File: src/rtl/pwm_decoder.sv
// pwm_decoder: measures a PWM waveform in units of step ticks and reports
// the high count (duty) and rise-to-rise period. Constant-level inputs are
// reported through a timeout path with stuck = 1.
module pwm_decoder #(
   parameter int N = 8
) (
   input  logic         clk,
   input  logic         rst,
   input  logic         ena,
   input  logic         step,
   input  logic         pwm_in,
   output logic [N-1:0] duty,
   output logic [N:0]   period,
   output logic         stuck,
   output logic         valid
);

   // Largest reportable duty, and the per_cnt value at which a frame with
   // no rise is declared stuck (2^(N+1)-2).
   localparam logic [N-1:0] DUTY_MAX = '1;
   localparam logic [N:0]   TIMEOUT  = {{N{1'b1}}, 1'b0};
   localparam logic [N:0]   CNT_ONE  = {{N{1'b0}}, 1'b1};

   typedef enum logic {
      SYNC = 1'b0,
      MEAS = 1'b1
   } state_t;

   // Clamp an N+1 bit high count into the N bit duty range.
   function automatic logic [N-1:0] sat_duty(input logic [N:0] cnt);
      if (cnt > {1'b0, DUTY_MAX})
         return DUTY_MAX;
      return cnt[N-1:0];
   endfunction

   state_t       state_q, state_d;
   logic         sync_p0, sync_p1;
   logic         s;
   logic         prev, prev_d;
   logic         rise;
   logic [N:0]   per_cnt, per_d;
   logic [N:0]   hi_cnt, hi_d;
   logic [N-1:0] duty_d;
   logic [N:0]   period_d;
   logic         stuck_d;
   logic         valid_d;

   assign s    = sync_p1;
   assign rise = s & ~prev;

   // Two-flop synchronizer bringing the asynchronous pwm_in into clk.
   always_ff @(posedge clk or posedge rst) begin
      if (rst) begin
         sync_p0 <= 1'b0;
         sync_p1 <= 1'b0;
      end else begin
         sync_p0 <= pwm_in;
         sync_p1 <= sync_p0;
      end
   end

   // Next-state and report logic; everything holds unless ena is low or a step arrives.
   always_comb begin
      state_d  = state_q;
      prev_d   = prev;
      per_d    = per_cnt;
      hi_d     = hi_cnt;
      duty_d   = duty;
      period_d = period;
      stuck_d  = stuck;
      valid_d  = 1'b0;

      if (!ena) begin
         // Disabled: forget the edge reference and any partial frame.
         state_d = SYNC;
         prev_d  = 1'b1;
         per_d   = '0;
         hi_d    = '0;
      end else if (step) begin
         prev_d = s;
         if (rise && (state_q == SYNC)) begin
            // First rise only establishes the frame reference.
            state_d = MEAS;
            per_d   = CNT_ONE;
            hi_d    = CNT_ONE;
         end else if (rise) begin
            // Rise closes a complete frame; a rise beats a coincident timeout.
            duty_d   = sat_duty(hi_cnt);
            period_d = per_cnt;
            stuck_d  = 1'b0;
            valid_d  = 1'b1;
            per_d    = CNT_ONE;
            hi_d     = CNT_ONE;
         end else if (per_cnt == TIMEOUT) begin
            // No edge for a full window: report the constant level.
            duty_d   = s ? DUTY_MAX : '0;
            period_d = '0;
            stuck_d  = 1'b1;
            valid_d  = 1'b1;
            state_d  = SYNC;
            per_d    = '0;
            hi_d     = '0;
         end else begin
            per_d = per_cnt + CNT_ONE;
            hi_d  = hi_cnt + {{N{1'b0}}, s};
         end
      end
   end

   // State, counters and registered report outputs.
   always_ff @(posedge clk or posedge rst) begin
      if (rst) begin
         state_q <= SYNC;
         prev    <= 1'b1;
         per_cnt <= '0;
         hi_cnt  <= '0;
         duty    <= '0;
         period  <= '0;
         stuck   <= 1'b0;
         valid   <= 1'b0;
      end else begin
         state_q <= state_d;
         prev    <= prev_d;
         per_cnt <= per_d;
         hi_cnt  <= hi_d;
         duty    <= duty_d;
         period  <= period_d;
         stuck   <= stuck_d;
         valid   <= valid_d;
      end
   end

endmodule

File: config.mk
export PLATFORM = sky130hd
export DESIGN_NAME = pwm_decoder
export DESIGN_NICKNAME = d
export VERILOG_FILES = /design/src/rtl/pwm_decoder.sv
export SDC_FILE = /design/constraint.sdc
export NUM_CORES = 1
export LEC_CHECK = 0
export CORE_UTILIZATION = 35
export CTS_BUF_LIST = sky130_fd_sc_hd__clkbuf_2
export CTS_CLUSTER_SIZE = 12
export DETAILED_ROUTE_END_ITERATION = 16
export REMOVE_ABC_BUFFERS = 1
export SLEW_MARGIN = 20
export SYNTH_ARGS = -nofsm -noshare
export SYNTH_HDL_FRONTEND = slang
export SYNTH_SLANG_ARGS = --single-unit
File: constraint.sdc
create_clock -name clk -period 4.8 [get_ports clk]
set_clock_uncertainty 0.15 [all_clocks]
set_input_delay 0.48 -clock clk [delete_from_list [all_inputs] [get_ports clk]]
set_output_delay 0.48 -clock clk [all_outputs]
set_load 0.01 [all_outputs]
==> flow_metrics.py, run 1 <==
metrics = {
    "run_status": {
        "outcome": "complete, no violations",
    },
    "drt": {
        "routed_wl_mm": 4.15,
        "ant_nets": 0,
        "drc": 0,
        "firstDrtPassIters": 4,
        "routedWlPerCell_um": 14.6,
        "vias": 1532,
        "via_per_inst": 5.38,
        "first_iter_violations": 146,
    },
    "final_layout": {
        "final_nets": 221,
        "instances_no_fill": 285,
        "stdcell_area_mm2": 0.00226,
        "n_antenna_cell": 0,
        "multiInputGateArea_um2": 840,
        "nFillCells": 550,
        "drive_above_1_share_pct": 7.04,
        "ff_latch_area_mm2": 0.00103,
        "syn_to_final_growth_pct": 14.0,
        "layout_common_cells": "dfrtp_1, o21ai_0, clkdlybuf4s50_1",
        "layout_commonest_cell": "dfrtp_1",
    },
    "power_and_ir_drop": {
        "p_int_w": 0.000415,
        "power_frac_clock_pct": 25.9,
        "pwr-share-comb_pct": 9.6,
        "swShare_pct": 28.4,
        "worst_ir_drop_vdd_mv": 0.0875,
        "netSwitchingPower_w": 0.000164,
        "power.density_mw_per_mm2": 256,
        "power_frac_seq_pct": 64.5,
        "p_leak_nw": 0.954,
    },
    "worst_setup_path": {
        "worstPathArrival_ns": 2.61,
        "critPathKind": "primary input to register",
        "crit_chain": "clkdlybuf4s50_1 > nand2_1 > a211oi_4 > or2b_1 > a31oi_1",
        "slowest_delay_ns": 0.68,
        "cp_slowest_cell": "a211oi_4",
        "endpoint_kind": "register",
        "start_kind": "primary input",
        "crit_fanout": 21,
        "worst_ep_required_time_ns": 4.99,
    },
    "timing": {
        "fin_hold_ws_ns": 0.230,
        "hold_viol_final": 0,
        "worstMarginPinSlew_ns": 0.741,
        "period_minus_slack_ns": 2.42,
        "rsz0062_at_grt": "false",
        "finalSetupViolations": 0,
        "fin_setup_tns_ns": 0,
        "post-route-period-util_pct": 50.4,
        "clock.fmax_ghz": 0.414,
        "slew_headroom_pct": 50.4,
        "finalMaxSlewViolations": 0,
    },
    "logic_synthesis": {
        "synth_ff_type": "dfrtp_1",
        "synth.distinct_cells": 37,
        "synthTopCellsByArea": "dfrtp_1, o21ai_0, a22o_1",
        "yosysTopAreaCellShare_pct": 50.5,
        "avgSynthCellArea_um2": 10.2,
        "yosys_warnings": 0,
        "netlist_area_mm2": 0.00198,
        "yosys.area.top_type": "dfrtp_1",
        "ys_ff_latch": 41,
        "synth_seq_area_share_pct": 51.8,
        "synth_edf_count": 0,
        "synth_cells": 194,
        "async_reset_ff_share_pct": 100,
    },
    "cts": {
        "cts-resized-gates": 0,
        "cts_hold_buf": 0,
        "tritoncts": "built",
        "cts_setup_buffers": 0,
        "cts_sinks": 41,
        "clk_pin_slew_ns": 0.21,
        "ctsLongestPathBuffers": 2,
        "root_buffer": "clkbuf_2",
        "htree_levels": 2,
        "clk_latency_ns": 0.40,
        "cts_buffers": 5,
    },
    "global_route": {
        "antenna_found_initial": 0,
        "grt_max_degree": 42,
        "grt_pass1_wl_mm": 7.18,
        "grt.total_usage_pct": 15.4,
        "overflow": 0,
        "grt_pass1_vias": 1442,
    },
    "floorplan": {
        "die_width_um": 77.3,
        "core-area_mm2": 0.00547,
        "dieArea_mm2": 0.00597,
        "num_io_pins": 24,
        "die_h_um": 77.3,
        "num_rows": 27,
        "initial_utilization_pct": 36.2,
    },
    "placed_design": {
        "placed_cells": 277,
        "finalWeightedCongestion": 0.833,
        "dpl_cell_area_mm2": 0.00221,
        "portBuffers": 23,
        "dpl.hpwl_mm": 2.82,
    },
    "flow_run": {
        "drv_cap": 0,
    },
    "hold_path": {
        "hp-class": "register to register",
    },
}
[through the flow]
step / utilization, % / setup WS, ns / power [W]
floorplan: - / 2.57 / 0.000408
global placement: 40.4 / 1.82 / 0.000434
detailed placement: 40.4 / 1.70 / 0.000435
CTS: 41.2 / 2.11 / 0.000586
global route: 41.3 / 2.17 / 0.000614
finish: 41.3 / 2.38 / 0.000579
[Yosys cell counts (all sizes together) (2+ instances only)]
library cell / instances
a21o: 2
a21oi: 12
nor2b: 3
inv: 6
nand3: 9
nor2: 6
a22o: 10
and3: 2
or3: 2
nand2: 13
or2b: 2
nand2b: 4
ha: 4
buf: 12
o21ai: 34
dfrtp: 40
and4: 3
a41oi: 2
nand4: 4
a31oi: 13
[routing by layer]
| layer | global-route usage [%] | vias to the layer above | routed length (um) |
|---|---|---|---|
| met1 | 23.4 | 741 | 2100 |
| met3 | 2.98 | 6 | 169 |
| met2 | 21.1 | 34 | 1830 |
| met4 | 6.42 | 0 | 48 |
| li1 | - | 751 | - |
| met5 | 0 | - | 0 |
[sequential cells by signal, summed over array words and instances (netlist names)]
name / count
duty: 8
hi_cnt: 9
per_cnt: 9
period: 9
prev: 1
s: 1
state_q: 1
stuck: 1
sync_p0: 1
valid: 1
[power groups by stage]
stage | registers (W) | logic [W] | clock network [W]
floorplan | 0.000376 | 0.0000321 | 0
global placement | 0.000379 | 0.0000552 | 0
detailed placement | 0.000379 | 0.0000560 | 0
CTS | 0.000373 | 0.0000562 | 0.000157
global route | 0.000375 | 0.0000643 | 0.000175
finish | 0.000373 | 0.0000557 | 0.000150
[layout make-up]
type | instances | share of cell area, %
clock inverter | 3 | 0.775
timing repair buffer | 24 | 10.5
sequential | 41 | 45.5
clock buffer | 5 | 1.11
multi-input combinational | 134 | 37.2
tap | 72 | 3.99
inverter | 6 | 0.997
[worst paths after layout]
path	from	endpoint	slack (ns)	cells past startpoint
setup / recovery	step	hi_cnt[3]$_DFFE_PP0P_	2.38	5
hold / removal	sync_p0$_DFF_PP0_	s$_DFF_PP0_	0.23	0
setup reg to reg	per_cnt[0]$_DFFE_PP0P_	hi_cnt[3]$_DFFE_PP0P_	2.43	6
hold reg to reg	sync_p0$_DFF_PP0_	s$_DFF_PP0_	0.23	0
max in group asynchronous	rst	prev$_DFFE_PP1P_	3.83	3
min in group asynchronous	rst	period[1]$_DFFE_PP0P_	0.31	3
[critical path, delay by kind of cell]
family	cells	cell delay [ns]
simple gates	2	0.60
compound gates	2	0.84
buf+inv	1	0.67
[kinds of logic (layout without fill, tap and decap cells)]
kind of cell	count (synthesis)	after routing	share of synthesized area (%)
adder cells (fa/ha/maj)	4	4	2.53
AO/OA/AOI/OAI	76	76	23.9
flip-flops	41	41	51.8
multiplexers	1	1	0.505
buffers and inverters	19	38	6.19
XOR/XNOR	1	1	0.442
AND/OR/NAND/NOR	52	52	14.6
(Power assumes the default switching activity.)
==> run 2: changes to the inputs <==
- clock period: 4.8 -> 2.1 ns (I/O delays scaled with it)
==> flow_metrics.py, run 2 (synthesis gave the netlist of run 1 again) <==
metrics = {
    "cts": {
        "tritoncts": "built",
        "ctsLongestPathBuffers": 2,
        "htree_levels": 2,
        "clk_pin_slew_ns": 0.21,
        "cts_sinks": 41,
        "cts_setup_buffers": 0,
        "clk_latency_ns": 0.41,
        "cts-resized-gates": 0,
        "cts_hold_buf": 0,
        "cts_buffers": 5,
        "root_buffer": "clkbuf_2",
    },
    "worst_setup_path": {
        "endpoint_kind": "register",
        "worst_ep_required_time_ns": 2.29,
        "r2r_slack_ns": 0.11,
        "reg2regPathDepth": 7,
        "critPathKind": "register to register",
        "start_kind": "register",
        "r2r-start": "per_cnt[0]$_DFFE_PP0P_",
        "worstPathArrival_ns": 2.18,
        "r2r-end": "hi_cnt[3]$_DFFE_PP0P_",
        "crit_fanout": 21,
    },
    "drt": {
        "routed_wl_mm": 4.25,
        "vias": 1588,
        "drc": 0,
        "routedWlPerCell_um": 14.3,
        "met1Wirelength_mm": 2.14,
        "top_layer": "met4",
        "ant_nets": 0,
        "firstDrtPassIters": 4,
        "met2_wirelength_mm": 1.87,
        "via_per_inst": 5.35,
        "dr_wl_met3_um": 185,
        "first_iter_violations": 186,
    },
    "power_and_ir_drop": {
        "power_frac_seq_pct": 52.9,
        "worst_ir_drop_vdd_mv": 0.269,
        "swShare_pct": 23.9,
        "p_leak_nw": 1.04,
        "power.density_mw_per_mm2": 662,
        "netSwitchingPower_w": 0.000379,
        "p_int_w": 0.00121,
        "total_power_w": 0.00159,
        "power_frac_clock_pct": 36.7,
        "pwr-share-comb_pct": 10.4,
    },
    "placed_design": {
        "dpl.hpwl_mm": 2.99,
        "portBuffers": 23,
        "finalWeightedCongestion": 0.820,
        "placed_cells": 289,
    },
    "final_layout": {
        "syn_to_final_growth_pct": 21.2,
        "instances_no_fill": 297,
        "layout_commonest_cell": "dfrtp_1",
        "largest_registers": "hi_cnt (9), per_cnt (9), period (9)",
        "layout_common_cells": "dfrtp_1, o21ai_0, clkdlybuf4s50_1",
        "n_antenna_cell": 0,
        "final_nets": 233,
        "drive_above_1_share_pct": 12.0,
    },
    "timing": {
        "fin_setup_tns_ns": 0,
        "slew_headroom_pct": 58.2,
        "hold_viol_final": 0,
        "worstMarginPinSlew_ns": 0.625,
        "finalSetupViolations": 0,
        "fin_hold_ws_ns": 0.0430,
        "post-route-period-util_pct": 94.8,
        "period_minus_slack_ns": 1.99,
        "clock.fmax_ghz": 0.502,
        "rsz0062_at_grt": "false",
        "finalMaxSlewViolations": 0,
    },
    "floorplan": {
        "initial_utilization_pct": 36.2,
        "num_rows": 27,
        "die_h_um": 77.3,
        "num_io_pins": 24,
        "die_width_um": 77.3,
        "core-area_mm2": 0.00547,
        "dieArea_mm2": 0.00597,
    },
    "global_route": {
        "grt_pass1_wl_mm": 7.69,
        "grt.total_usage_pct": 16.5,
        "antenna_found_initial": 0,
        "grt_max_degree": 42,
        "grt_pass1_vias": 1499,
        "overflow": 0,
    },
    "run_status": {
        "outcome": "complete, no violations",
    },
    "flow_run": {
        "drv_cap": 0,
    },
    "hold_path": {
        "hp-class": "primary input to asynchronous set/reset pin",
    },
}
-- run 2: cell count changes in the layout (fill, tap and decap cells not counted) --
cell / change
buf_4: +11
a211oi_2: +1
a211oi_4: -1
bufinv_16: +2
buf_12: +1
clkinvlp_4: -1
clkinv_2: -1
-- run 2: routing by layer --
layer	GRT usage [%]	vias up
met4	5.66	0
li1	-	771
met3	2.62	6
met1	25.0	773
met5	0	-
met2	23.5	38
-- run 2: area by class of cell --
type / instances / area [um2]
clock inverter: 3 / 65.1
sequential: 41 / 1030
timing repair buffer: 36 / 340
fill: 535 / 3070
inverter: 6 / 22.5
tap: 72 / 90.1
multi-input combinational: 134 / 832
clock buffer: 5 / 25.0
-- run 2: worst max path at each step --
stage | start | to | slack (ns) | cells after the start
2_1_floorplan | per_cnt[0]$_DFFE_PP0P_ | hi_cnt[3]$_DFFE_PP0P_ | -0.13 | 6
3_3_place_gp | step | period[5]$_DFFE_PP0P_ | 0.11 | 5
3_5_place_dp | step | period[4]$_DFFE_PP0P_ | 0.1 | 5
4_1_cts | per_cnt[0]$_DFFE_PP0P_ | per_cnt[2]$_DFFE_PP0P_ | 0.11 | 7
5_1_grt | per_cnt[0]$_DFFE_PP0P_ | hi_cnt[3]$_DFFE_PP0P_ | 0.02 | 7
6_report | per_cnt[0]$_DFFE_PP0P_ | hi_cnt[3]$_DFFE_PP0P_ | 0.11 | 7
-- run 2: per-stage QoR --
step / setup WS, ns / utilization, % / cell area, um2
after floorplan: -0.133 / - / 1880
after global placement: 0.107 / 42.2 / 2310
after detailed placement: 0.0957 / 42.2 / 2310
after CTS: 0.109 / 43.9 / 2400
after global routing: 0.0151 / 43.9 / 2400
final: 0.108 / 43.9 / 2400
-- run 2: power groups by stage --
stage | registers, W | clock network, W | logic, W
after detailed placement | 0.000854 | 0 | 0.000168
final | 0.000841 | 0.000583 | 0.000166
after global placement | 0.000853 | 0 | 0.000166
after CTS | 0.000840 | 0.000602 | 0.000168
after floorplan | 0.000860 | 0 | 0.0000734
after global routing | 0.000846 | 0.000633 | 0.000187
-- run 2: worst max-delay path, cell delays in order, from the launching register on --
cell and delay, ns:
dfrtp_1 0.40, inv_1 0.06, ha_1 0.20, and4_4 0.23
a211oi_2 0.30, buf_12 0.19, or2b_1 0.23, a31oi_1 0.17
